$ cat src/rtl/pc_stack16_pkg.sv
// Shared types and defaults for the program counter with return-address stack.
package pc_stack16_pkg;

    // One action per cycle, listed highest priority first.
    typedef enum logic [2:0] {
        OP_CLR,
        OP_CALL,
        OP_RET,
        OP_LOAD,
        OP_INC,
        OP_HOLD
    } pc_op_t;

    localparam int          DEF_WIDTH      = 16;
    localparam int          DEF_DEPTH      = 8;
    localparam logic [15:0] DEF_RESET_ADDR = 16'h0000;

endpackage

$ cat src/rtl/pc_stack16_ras_lifo.sv
// Return-address LIFO: push/pop with count, full/empty decode and
// overflow/underflow strobes. A push when full or a pop when empty is
// dropped and only reported through the strobes. Push wins over pop.
module ras_lifo #(
    parameter int WIDTH = 16,
    parameter int DEPTH = 8,
    parameter int CW    = $clog2(DEPTH) + 1
) (
    input  logic             clk,
    input  logic             rst_n,
    input  logic             clr,
    input  logic             push,
    input  logic             pop,
    input  logic [WIDTH-1:0] din,
    output logic [WIDTH-1:0] dout,
    output logic [CW-1:0]    count,
    output logic             full,
    output logic             empty,
    output logic             overflow,
    output logic             underflow
);

    localparam int AW = CW - 1;

    logic [WIDTH-1:0] mem [DEPTH];
    logic [AW-1:0]    wr_addr;
    logic [AW-1:0]    rd_addr;
    logic             do_push;
    logic             do_pop;

    // Write slot is the next free entry; the top entry sits one below it.
    // At count==DEPTH the low bits wrap to 0, so rd_addr still lands on DEPTH-1.
    assign wr_addr   = count[AW-1:0];
    assign rd_addr   = count[AW-1:0] - AW'(1);
    assign full      = (count == CW'(DEPTH));
    assign empty     = (count == '0);
    assign do_push   = push && !full && !clr;
    assign do_pop    = pop && !push && !empty && !clr;
    assign overflow  = push && full && !clr;
    assign underflow = pop && !push && empty && !clr;
    assign dout      = mem[rd_addr];

    // Entry storage; contents are don't-care after reset so it has none.
    always_ff @(posedge clk) begin
        if (do_push) begin
            mem[wr_addr] <= din;
        end
    end

    // Occupancy counter.
    always_ff @(posedge clk or negedge rst_n) begin
        if (!rst_n) begin
            count <= '0;
        end else if (clr) begin
            count <= '0;
        end else if (do_push) begin
            count <= count + CW'(1);
        end else if (do_pop) begin
            count <= count - CW'(1);
        end
    end

endmodule

$ cat src/rtl/pc_stack16.sv
// 16-bit program counter with a hardware return-address stack and a sticky
// overflow/underflow error flag. All outputs come from registers.
module pc_stack16
    import pc_stack16_pkg::*;
#(
    parameter int               WIDTH      = DEF_WIDTH,
    parameter int               DEPTH      = DEF_DEPTH,
    parameter logic [WIDTH-1:0] RESET_ADDR = WIDTH'(DEF_RESET_ADDR)
) (
    input  logic                     clk,
    input  logic                     rst_n,
    input  logic                     clr,
    input  logic                     inc,
    input  logic                     load,
    input  logic                     call,
    input  logic                     ret,
    input  logic [WIDTH-1:0]         load_val,
    input  logic                     err_clr,
    output logic [WIDTH-1:0]         pc_out,
    output logic [$clog2(DEPTH):0]   sp_out,
    output logic                     full,
    output logic                     empty,
    output logic                     err
);

    localparam int CW = $clog2(DEPTH) + 1;

    pc_op_t           op;
    logic [WIDTH-1:0] pc_plus1;
    logic [WIDTH-1:0] top_val;
    logic             overflow;
    logic             underflow;

    // Wraps FFFF -> 0000 silently; also the pushed return address.
    assign pc_plus1 = pc_out + WIDTH'(1);

    // Priority decode: clr > call > ret > load > inc > hold.
    always_comb begin
        op = OP_HOLD;
        if (clr) begin
            op = OP_CLR;
        end else if (call) begin
            op = OP_CALL;
        end else if (ret) begin
            op = OP_RET;
        end else if (load) begin
            op = OP_LOAD;
        end else if (inc) begin
            op = OP_INC;
        end
    end

    ras_lifo #(
        .WIDTH (WIDTH),
        .DEPTH (DEPTH),
        .CW    (CW)
    ) u_ras (
        .clk       (clk),
        .rst_n     (rst_n),
        .clr       (op == OP_CLR),
        .push      (op == OP_CALL),
        .pop       (op == OP_RET),
        .din       (pc_plus1),
        .dout      (top_val),
        .count     (sp_out),
        .full      (full),
        .empty     (empty),
        .overflow  (overflow),
        .underflow (underflow)
    );

    // PC register; a rejected call or ret leaves the PC where it is.
    always_ff @(posedge clk or negedge rst_n) begin
        if (!rst_n) begin
            pc_out <= RESET_ADDR;
        end else begin
            case (op)
                OP_CLR:  pc_out <= RESET_ADDR;
                OP_CALL: if (!full)  pc_out <= load_val;
                OP_RET:  if (!empty) pc_out <= top_val;
                OP_LOAD: pc_out <= load_val;
                OP_INC:  pc_out <= pc_plus1;
                default: pc_out <= pc_out;
            endcase
        end
    end

    // Sticky error: clr clears unconditionally, a new error beats err_clr.
    always_ff @(posedge clk or negedge rst_n) begin
        if (!rst_n) begin
            err <= 1'b0;
        end else if (op == OP_CLR) begin
            err <= 1'b0;
        end else if (overflow || underflow) begin
            err <= 1'b1;
        end else if (err_clr) begin
            err <= 1'b0;
        end
    end

endmodule

$ cat config.mk
export PLATFORM = sky130hd
export DESIGN_NAME = pc_stack16
export DESIGN_NICKNAME = d
export VERILOG_FILES = /design/src/rtl/pc_stack16_pkg.sv /design/src/rtl/pc_stack16_ras_lifo.sv /design/src/rtl/pc_stack16.sv
export SDC_FILE = /design/constraint.sdc
export NUM_CORES = 1
export LEC_CHECK = 0
export BUFFER_PORTS_ARGS = -buffer_cell sky130_fd_sc_hd__buf_2
export CORE_MARGIN = 2
export CORE_UTILIZATION = 30
export DETAILED_ROUTE_END_ITERATION = 7
export PLACE_DENSITY = 0.43
export SLEW_MARGIN = 10
export SYNTH_ARGS = -nofsm -noshare
export SYNTH_HDL_FRONTEND = slang
export SYNTH_SLANG_ARGS = --single-unit
$ cat constraint.sdc
create_clock -name clk -period 3.3 [get_ports clk]
set_input_delay 0.66 -clock clk [delete_from_list [all_inputs] [get_ports clk]]
set_output_delay 0.66 -clock clk [all_outputs]
set_load 0.1 [all_outputs]
==> impl_metrics.ini <==
[status]
status = finished, final reports clean

[setup_path]
crit_path_max_incr_delay_ns = 0.48
endpoint_kind = output port
cp_cell_sequence = inv_1 > ha_1 > nor2b_1 > nand2_2 > inv_6 > buf_2
path_buf_inv = 3
crit_fanout = 8
arrival_ns = 2.23
rrSetupSlack_ns = 0.49
cp.required_ns = 2.64
crit_type = register to output port
crit_start = u_ras.count[1]$_DFFE_PN0P_
reg2reg_depth = 9
r2r-end = u_ras.mem[3][7]$_DFFE_PP_
path_depth = 6
path_delay_family = buffers and inverters
critPathCapture = full
cp_slowest_cell = dfrtp_2
reg2reg_from = u_ras.count[1]$_DFFE_PN0P_
critPathLaunchType = register

[route]
drc = 0
wl_per_cell_um = 23.0
vias = 3737
viasPerCell = 5.00
wirelength_um = 17200
ant_nets = 0
firstDrtPassIters = 4
initialDrtViolationCount = 252

[place]
dpl.hpwl_um = 11000
dpl_cell_area_mm2 = 0.00727
io_buffer_count = 46
gp_congestion = 0.724
placedCellCount = 716

[global_routing]
grt_pass1_vias = 3937
grt_pass1_wl_um = 26200
grt_max_degree = 38
grt_usage = 0.156
gr-total-overflow = 0
antenna_found_initial = 0

[cells_and_area]
syn_to_final_growth_pct = 18.8
layout_commonest_cell = edfxtp_1
fin_cells = 748
post-route-util = 0.361
diodes = 0
final_area_mm2 = 0.00782
fin_nets = 484
drive_gt1_frac = 0.333
mostFrequentLayoutCells = edfxtp_1, buf_2, mux4_2

[power]
swShare = 0.342
pwr-share-seq = 0.397
power_frac_comb = 0.298
leakage_nw = 2.74
pwr-share-clk = 0.304
switching_power_mw = 2.06
ir_drop_mv = 0.411
power_per_cell_area_mw_per_mm2 = 769
p_int_mw = 3.95

[synth]
async_flop_share = 0.141
synthCells = 393
synth-compound-area-share = 0.0808
synth_xor_area_frac = 0.0241
synth_nets = 422
synth_top_family_by_area = multiplexers
ys.flop_type = edfxtp_1
yosysSeqAreaShare = 0.664
synth_edf_count = 128
synth_fa_ha_area_frac = 0.0106
synth_area_per_cell_um2 = 16.8
ys_warn_count = 0
synth_area_mm2 = 0.00658
synthMuxAreaShare = 0.123
synth_seq_cells = 149
synth_cell_types = 58
synthSimpleGateAreaFrac = 0.0709

[clock_network]
cts_buffer_depth = 2
clock_sinks = 149
clk_pin_slew_worst_paths_ns = 0.06
cts_resized = 0
cts_max_level = 4
insertion_delay_ns = 0.42
cts_setup_buffers = 0
cts_hold_buf = 0
cts_tree = yes
cts_buffers = 17
root_buffer = clkbuf_16

[sta]
rsz0062_at_grt = false
skew_ns = 0.00696
whs_ns = 0.279
setup_tns_ns = 0
slew_headroom = 0.437
period_needed_ns = 2.89
hold_violations = 0
max_freq_mhz = 346
finalSetupViolCount = 0
drv_slew = 0
tightestPinTransition_ns = 0.841
fin_crit_sh = 0.876

[die]
core_mm2 = 0.0217
die_h_um = 152
fp-row-count = 54
die_area_mm2 = 0.0231
pin_count = 47
start_util = 0.304
die_w_um = 152

[flow_run]
maxCapViolCount = 0

[worst_hold_path]
hold_path_class = primary input to async pin
==> power groups by stage <==
stage	sequential [mW]	clock (mW)	combinational, mW
after global placement	2.42	0	1.82
after floorplan	2.76	0	1.03
after global routing	2.41	1.96	1.93
after CTS	2.39	1.87	1.83
after detailed placement	2.43	0	1.83
final	2.39	1.83	1.79
==> how the worst min path moves through the flow <==
stage,from,end,slack [ns]
finish,rst_n,u_ras.count[3]$_DFFE_PN0P_,0.28
global route,rst_n,u_ras.count[3]$_DFFE_PN0P_,0.31
CTS,rst_n,u_ras.count[3]$_DFFE_PN0P_,0.29
detailed placement,err$_DFFE_PN0P_,err$_DFFE_PN0P_,0.51
global placement,err$_DFFE_PN0P_,err$_DFFE_PN0P_,0.51
floorplan,rst_n,err$_DFFE_PN0P_,0.36
==> Yosys cell counts (4+ instances only) <==
cell type	count	share of area
a21oi_1	9	0.0068
a221oi_2	7	0.016
a22o_1	10	0.013
a22oi_1	5	0.0057
and3_1	4	0.0038
buf_2	8	0.0061
buf_4	4	0.0046
dfrtp_1	21	0.080
edfxtp_1	128	0.58
ha_1	4	0.0076
inv_1	11	0.0063
mux4_1	7	0.028
mux4_2	25	0.086
nand2_1	16	0.0091
nand3_1	5	0.0038
nor2_1	26	0.015
nor3_1	7	0.0053
o21ai_0	12	0.0091
o21ai_1	11	0.0084
xnor2_1	7	0.0093
xor2_1	8	0.011
==> through the flow <==
step                      setup slack (ns)  total power [mW]
after floorplan                    0.00878              3.80
after global placement               0.530              4.25
after detailed placement             0.474              4.26
after CTS                            0.380              6.10
after global routing                 0.228              6.30
final                                0.410              6.01
==> worst reg2reg max path, cell delays in order, from the launching register on <==
cell and delay (ns):
dfrtp_2 0.48, inv_1 0.13, ha_1 0.27, nor2b_1 0.19
nand2_2 0.13, inv_6 0.03, or3_1 0.37, inv_2 0.11
nand2_2 0.16, nor2_4 0.57
==> layout make-up <==
type | count | area [um^2]
timing repair buffer | 62 | 388
sequential | 149 | 4370
clock inverter | 10 | 108
clock buffer | 22 | 444
tap | 280 | 350
inverter | 13 | 53.8
fill | 2038 | 13900
multi-input combinational | 212 | 2100
==> layer usage <==
layer / share of wire / up-vias / global-route usage
met5: 0 / - / 0
met4: 0.012 / 0 / 0.0534
met3: 0.042 / 15 / 0.0287
met2: 0.49 / 76 / 0.254
met1: 0.45 / 1949 / 0.212
li1: - / 1697 / -
==> kinds of logic (layout without fill, tap and decap cells) <==
family / Yosys count / count (layout)
flops: 149 / 149
simple gates: 84 / 84
compound gates: 69 / 69
mux: 38 / 38
buf+inv: 32 / 107
xor+xnor: 16 / 16
fa+ha+maj: 5 / 5
==> registers in the layout, summed over array words and instances (netlist names) <==
| name | count |
|---|---|
| err | 1 |
| pc_out | 16 |
| u_ras.count | 4 |
| u_ras.mem | 128 |
No activity file was read; power rests on OpenSTA's default activity.
